**src/rtl/dds_phase_accum.sv**
```systemverilog
// Phase accumulator for the DDS chain. It applies tuning-word updates either at once or at the next
// wrap, adds a phase offset, and runs a linear FTW up-sweep. The output is a registered phase for the LUT.
module dds_phase_accum #(
    parameter int ACC_W   = 24,
    parameter int PHASE_W = 14
) (
    input  logic               clk,
    input  logic               rst,
    input  logic               en,
    input  logic [ACC_W-1:0]   ftw_in,
    input  logic               ftw_load,
    input  logic               ftw_mode,
    input  logic [PHASE_W-1:0] poff_in,
    input  logic               poff_load,
    input  logic               sweep_start,
    input  logic [ACC_W-1:0]   sweep_step,
    input  logic [ACC_W-1:0]   sweep_stop_ftw,
    output logic               sweep_busy,
    output logic               wrap,
    output logic               phase_valid,
    output logic [PHASE_W-1:0] phase_out
);

    typedef enum logic [1:0] {
        S_IDLE = 2'd0,
        S_RAMP = 2'd1,
        S_HOLD = 2'd2
    } sweep_state_t;

    function automatic logic [PHASE_W-1:0] phase_add_mod(
        input logic [PHASE_W-1:0] a,
        input logic [PHASE_W-1:0] b
    );
        return a + b;
    endfunction

    logic [ACC_W-1:0]   acc_q, acc_d;
    logic [ACC_W-1:0]   ftw_act_q, ftw_act_d;
    logic [ACC_W-1:0]   ftw_pend_q, ftw_pend_d;
    logic               pend_flag_q, pend_flag_d;
    logic [PHASE_W-1:0] poff_q, poff_d;
    sweep_state_t       state_q, state_d;
    logic               wrap_q, wrap_d;
    logic               phase_valid_q, phase_valid_d;
    logic [PHASE_W-1:0] phase_q, phase_d;
    logic               sweep_busy_q, sweep_busy_d;

    logic [ACC_W:0]     acc_sum;
    logic [ACC_W:0]     ramp_sum;
    logic               apply_pend;

    assign acc_sum    = {1'b0, acc_q} + {1'b0, ftw_act_q};
    assign ramp_sum   = {1'b0, ftw_act_q} + {1'b0, sweep_step};
    // A pending FTW is applied only on an edge where an enabled add really carries out.
    assign apply_pend = en & acc_sum[ACC_W] & pend_flag_q;

    always_comb begin
        acc_d         = acc_q;
        wrap_d        = 1'b0;
        ftw_act_d     = ftw_act_q;
        ftw_pend_d    = ftw_pend_q;
        pend_flag_d   = pend_flag_q;
        state_d       = state_q;
        poff_d        = poff_load ? poff_in : poff_q;
        phase_valid_d = en;
        phase_d       = phase_add_mod(acc_q[ACC_W-1 -: PHASE_W], poff_q);

        if (en) begin
            acc_d  = acc_sum[ACC_W-1:0];
            wrap_d = acc_sum[ACC_W];
        end

        if (ftw_load) begin
            state_d = S_IDLE;
            if (!ftw_mode) begin
                ftw_act_d   = ftw_in;
                pend_flag_d = 1'b0;
            end else begin
                // On a coincident wrap the older pending word goes live and the new one queues.
                if (apply_pend) begin
                    ftw_act_d = ftw_pend_q;
                end
                ftw_pend_d  = ftw_in;
                pend_flag_d = 1'b1;
            end
        end else begin
            if (apply_pend) begin
                ftw_act_d   = ftw_pend_q;
                pend_flag_d = 1'b0;
            end
            case (state_q)
                S_IDLE: begin
                    if (sweep_start) begin
                        state_d = (sweep_stop_ftw > ftw_act_q) ? S_RAMP : S_HOLD;
                    end
                end
                S_RAMP: begin
                    if (!sweep_start) begin
                        state_d = S_IDLE;
                    end else if (en && !apply_pend) begin
                        if (ramp_sum >= {1'b0, sweep_stop_ftw}) begin
                            ftw_act_d = sweep_stop_ftw;
                            state_d   = S_HOLD;
                        end else begin
                            ftw_act_d = ramp_sum[ACC_W-1:0];
                        end
                    end
                end
                S_HOLD: begin
                    if (!sweep_start) begin
                        state_d = S_IDLE;
                    end
                end
                default: state_d = S_IDLE;
            endcase
        end

        sweep_busy_d = (state_d == S_RAMP);
    end

    always_ff @(posedge clk) begin
        if (rst) begin
            acc_q         <= '0;
            ftw_act_q     <= '0;
            ftw_pend_q    <= '0;
            pend_flag_q   <= 1'b0;
            poff_q        <= '0;
            state_q       <= S_IDLE;
            wrap_q        <= 1'b0;
            phase_valid_q <= 1'b0;
            phase_q       <= '0;
            sweep_busy_q  <= 1'b0;
        end else begin
            acc_q         <= acc_d;
            ftw_act_q     <= ftw_act_d;
            ftw_pend_q    <= ftw_pend_d;
            pend_flag_q   <= pend_flag_d;
            poff_q        <= poff_d;
            state_q       <= state_d;
            wrap_q        <= wrap_d;
            phase_valid_q <= phase_valid_d;
            phase_q       <= phase_d;
            sweep_busy_q  <= sweep_busy_d;
        end
    end

    assign sweep_busy  = sweep_busy_q;
    assign wrap        = wrap_q;
    assign phase_valid = phase_valid_q;
    assign phase_out   = phase_q;

endmodule

```
**config.mk**
```make
export PLATFORM = sky130hd
export DESIGN_NAME = dds_phase_accum
export DESIGN_NICKNAME = d
export VERILOG_FILES = /design/src/rtl/dds_phase_accum.sv
export SDC_FILE = /design/constraint.sdc
export NUM_CORES = 1
export LEC_CHECK = 0
export BUFFER_PORTS_ARGS = -buffer_cell sky130_fd_sc_hd__buf_2
export CAP_MARGIN = 15
export CORE_MARGIN = 1.5
export CORE_UTILIZATION = 25
export DETAILED_ROUTE_END_ITERATION = 8
export PLACE_DENSITY_LB_ADDON = 0.2
export SYNTH_ARGS = -nofsm -noshare
export SYNTH_HDL_FRONTEND = slang
export SYNTH_SLANG_ARGS = --single-unit
```
**constraint.sdc**
```tcl
create_clock -name clk -period 11.7 [get_ports clk]
set_clock_uncertainty 0.1 [all_clocks]
set_input_delay 1.17 -clock clk [delete_from_list [all_inputs] [get_ports clk]]
set_output_delay 1.17 -clock clk [all_outputs]
set_load 0.01 [all_outputs]
```
==> flow_metrics.tcl <==
set metrics [dict create \
    diodes 0 \
    highest_layer "met4" \
    syn-num-nets 1236 \
    cpLargestDelayFamily "compound AO/OA/AOI/OAI gates" \
    worst_skew_pair.late_latency_ps 360 \
    power_density_nw_per_um2 108 \
    postCtsSetupRepairBufs 0 \
    cp-end-kind "flip-flop" \
    critPathKind "in2reg" \
    cts_root_buf "clkbuf_16" \
    ys.flop_type "dfxtp_1" \
    min_path_type "reg2reg" \
    cp.required_ps 11850 \
    cp-start-kind "primary input" \
    wl_met3_um 848 \
    cts_max_path_buffers 2 \
    syn2layout_area_growth_pct 14.5 \
    grt_max_degree 84 \
    syn_inst 1031 \
    path_cells "buf_2 > ha_1 > fa_1 > a211oi_1 > o21ai_1 > nand3_1 > a21boi_0 > o21a_1 > o41ai_1 > xnor2_1 > ha_1 > a21o_1 > a2111oi_0 > o21ai_0 > o32ai_2 > o311ai_4 > buf_4 > o21ai_0 > o22ai_1 > a211o_1" \
    cts_resized 0 \
    syn_area_sq_um 8360 \
    wirelength_um 24800 \
    grt_pass1_wl_um 38800 \
    drive_gt1_share_pct 12.7 \
    core_area_sq_um 32700 \
    critPathBufInv 2 \
    nNetsFinal 1323 \
    slew_headroom_pct 28.0 \
    grt_pass1_vias 7154 \
    vias 7463 \
    num_rows 66 \
    ys_seq_area_share_pct 25.4 \
    place.gp.congestion 0.827 \
    synthTopCellsByArea "dfxtp_1, ha_1, mux2i_1" \
    holdBufCountCts 0 \
    cts_buffers 9 \
    critical_path.slowest_cell "fa_1" \
    wl_per_cell_um 15.8 \
    multi_input_area_sq_um 5760 \
    fillers 3617 \
    grt.total_usage_pct 14.4 \
    status "finished clean" \
    async_reset_ff_share_pct 0 \
    synth_cell_types 67 \
    synth.most_common_cell "ha_1" \
    synth_area_leader_cell "dfxtp_1" \
    die_w_um 186 \
    slew_viol_final 0 \
    finalCritPeriodShare_pct 48.3 \
    rsz0062_at_grt "no" \
    vias_per_cell 4.77 \
    drt-met1-wl_um 12900 \
    period_needed_ps 5660 \
    post-dp-hpwl_um 19700 \
    die_y_um 186 \
    ys_ff_latch 106 \
    max_clock_freq_mhz 177 \
    power_leakage_nw 4.47 \
    postSynthAreaPerCell_sq_um 8.11 \
    irDropWorstVdd_uv 69.1 \
    drc 0 \
    clk_pin_slew_ps 80 \
    port_buffers 109 \
    dr_wl_met2_um 10900 \
    cts_tree "built" \
    slowest_delay_ps 430 \
    final_hold_viol_count 0 \
    maxCapViolCount 0 \
    grt-ovfl-total 0 \
    synthTopCellsByCount "ha_1, dfxtp_1, nor2_1" \
    htreeDepth 3 \
    setup_viol 0 \
    io_pins 110 \
    worst_pin_slew_ps 1080 \
    critPathMaxFanout 26 \
    synth_warnings 0 \
    start_util_pct 25.6 \
    synth_edf_count 0 \
    cts_sinks 106 \
    first_iter_violations 283 \
    antenna_found_initial 0 \
    yosysTopAreaCellShare_pct 25.4 \
    register_area_sq_um 2120 \
    hold_slack_ps 355 \
    fin_setup_tns_ps 0 \
    worstPathArrival_ps 5810 \
    first_pass_iters 5 \
    ant_nets 0 \
    floorplan.die_area_sq_um 34600 \
]
report_power, final:
group          internal (mW)  switching, mW  total (mW)
clock network          0.152          0.146       0.298
registers              0.384         0.0237       0.408
logic                  0.141          0.190       0.331
total                  0.677          0.360        1.04
through the flow:
stage | cell area [sq um] | utilization (%) | power, mW | worst slack (ps) | instances
detailed placement | 9300 | 28.4 | 0.748 | 5700 | 1549
finish | 9580 | 29.3 | 1.04 | 6040 | 1565
CTS | 9580 | 29.3 | 1.05 | 6060 | 1565
floorplan | 8360 | - | 0.651 | 6540 | 1031
global route | 9580 | 29.3 | 1.11 | 5640 | 1565
global placement | 9300 | 28.4 | 0.746 | 5760 | 1549
cell usage in the layout, fill, tap and decap left out, types with 15 or more instances in the layout:
| master | n |
|---|---|
| a21o_1 | 16 |
| nor2_1 | 106 |
| o221ai_1 | 16 |
| mux2i_1 | 66 |
| xnor2_1 | 36 |
| nand2_1 | 92 |
| buf_2 | 109 |
| dfxtp_1 | 106 |
| a21oi_1 | 103 |
| o21ai_0 | 44 |
| a211o_1 | 20 |
| ha_1 | 109 |
| nor3_1 | 24 |
| xor2_1 | 15 |
| inv_1 | 73 |
state kept, by name, summed over array words and instances (netlist names):
signal / count
sweep_busy: 1
poff_q: 14
state_q: 2
phase_valid: 1
ftw_pend_q: 24
ftw_act_q: 24
acc_q: 24
phase_out: 14
wrap: 1
pend_flag_q: 1
layer usage:
layer,track usage (%),vias to the layer above
li1,-,3893
met1,20.7,3425
met2,23.1,137
met3,1.76,8
met4,2.45,0
met5,0,-
final cells by class:
cell class              count  area share (%)
clock buffers              11            2.53
clock inverters             5           0.379
inverters                  74            2.90
multi-input cells         813            60.2
flip-flops and latches    106            22.2
well taps                 442            5.77
repair buffers            114            6.09
worst reg2reg max path: stages, from the launching register on:
cell and delay, ps:
dfxtp_1 380, ha_1 260, fa_1 430, a211oi_1 320, o21ai_1 180, nand3_1 90, a21boi_0 170, o21a_1 240
o41ai_1 330, xnor2_1 240, ha_1 310, a21o_1 180, a2111oi_0 340, o21ai_0 170, o32ai_2 200, o311ai_4 130
buf_4 270, o21ai_0 280, o22ai_1 130, a211o_1 290
path summary, 6_finish.rpt:
check	startpoint	end	slack, ps	cells past startpoint
max	sweep_step[0]	ftw_act_q[21]	6040	20
min	ftw_pend_q[10]	ftw_pend_q[10]	360	2
max reg2reg	ftw_act_q[0]	ftw_act_q[21]	6550	19
min reg2reg	ftw_pend_q[10]	ftw_pend_q[10]	360	2
logic make-up (layout without fill, tap and decap cells):
group	count (synthesis)	count (layout)	share of synthesized area, %
fa+ha+maj	112	112	17.0
compound gates	288	288	22.6
xor+xnor	51	51	5.34
flops	106	106	25.4
simple gates	295	295	15.9
buf+inv	112	204	5.73
mux	67	67	8.03
(Power assumes the default switching activity.)
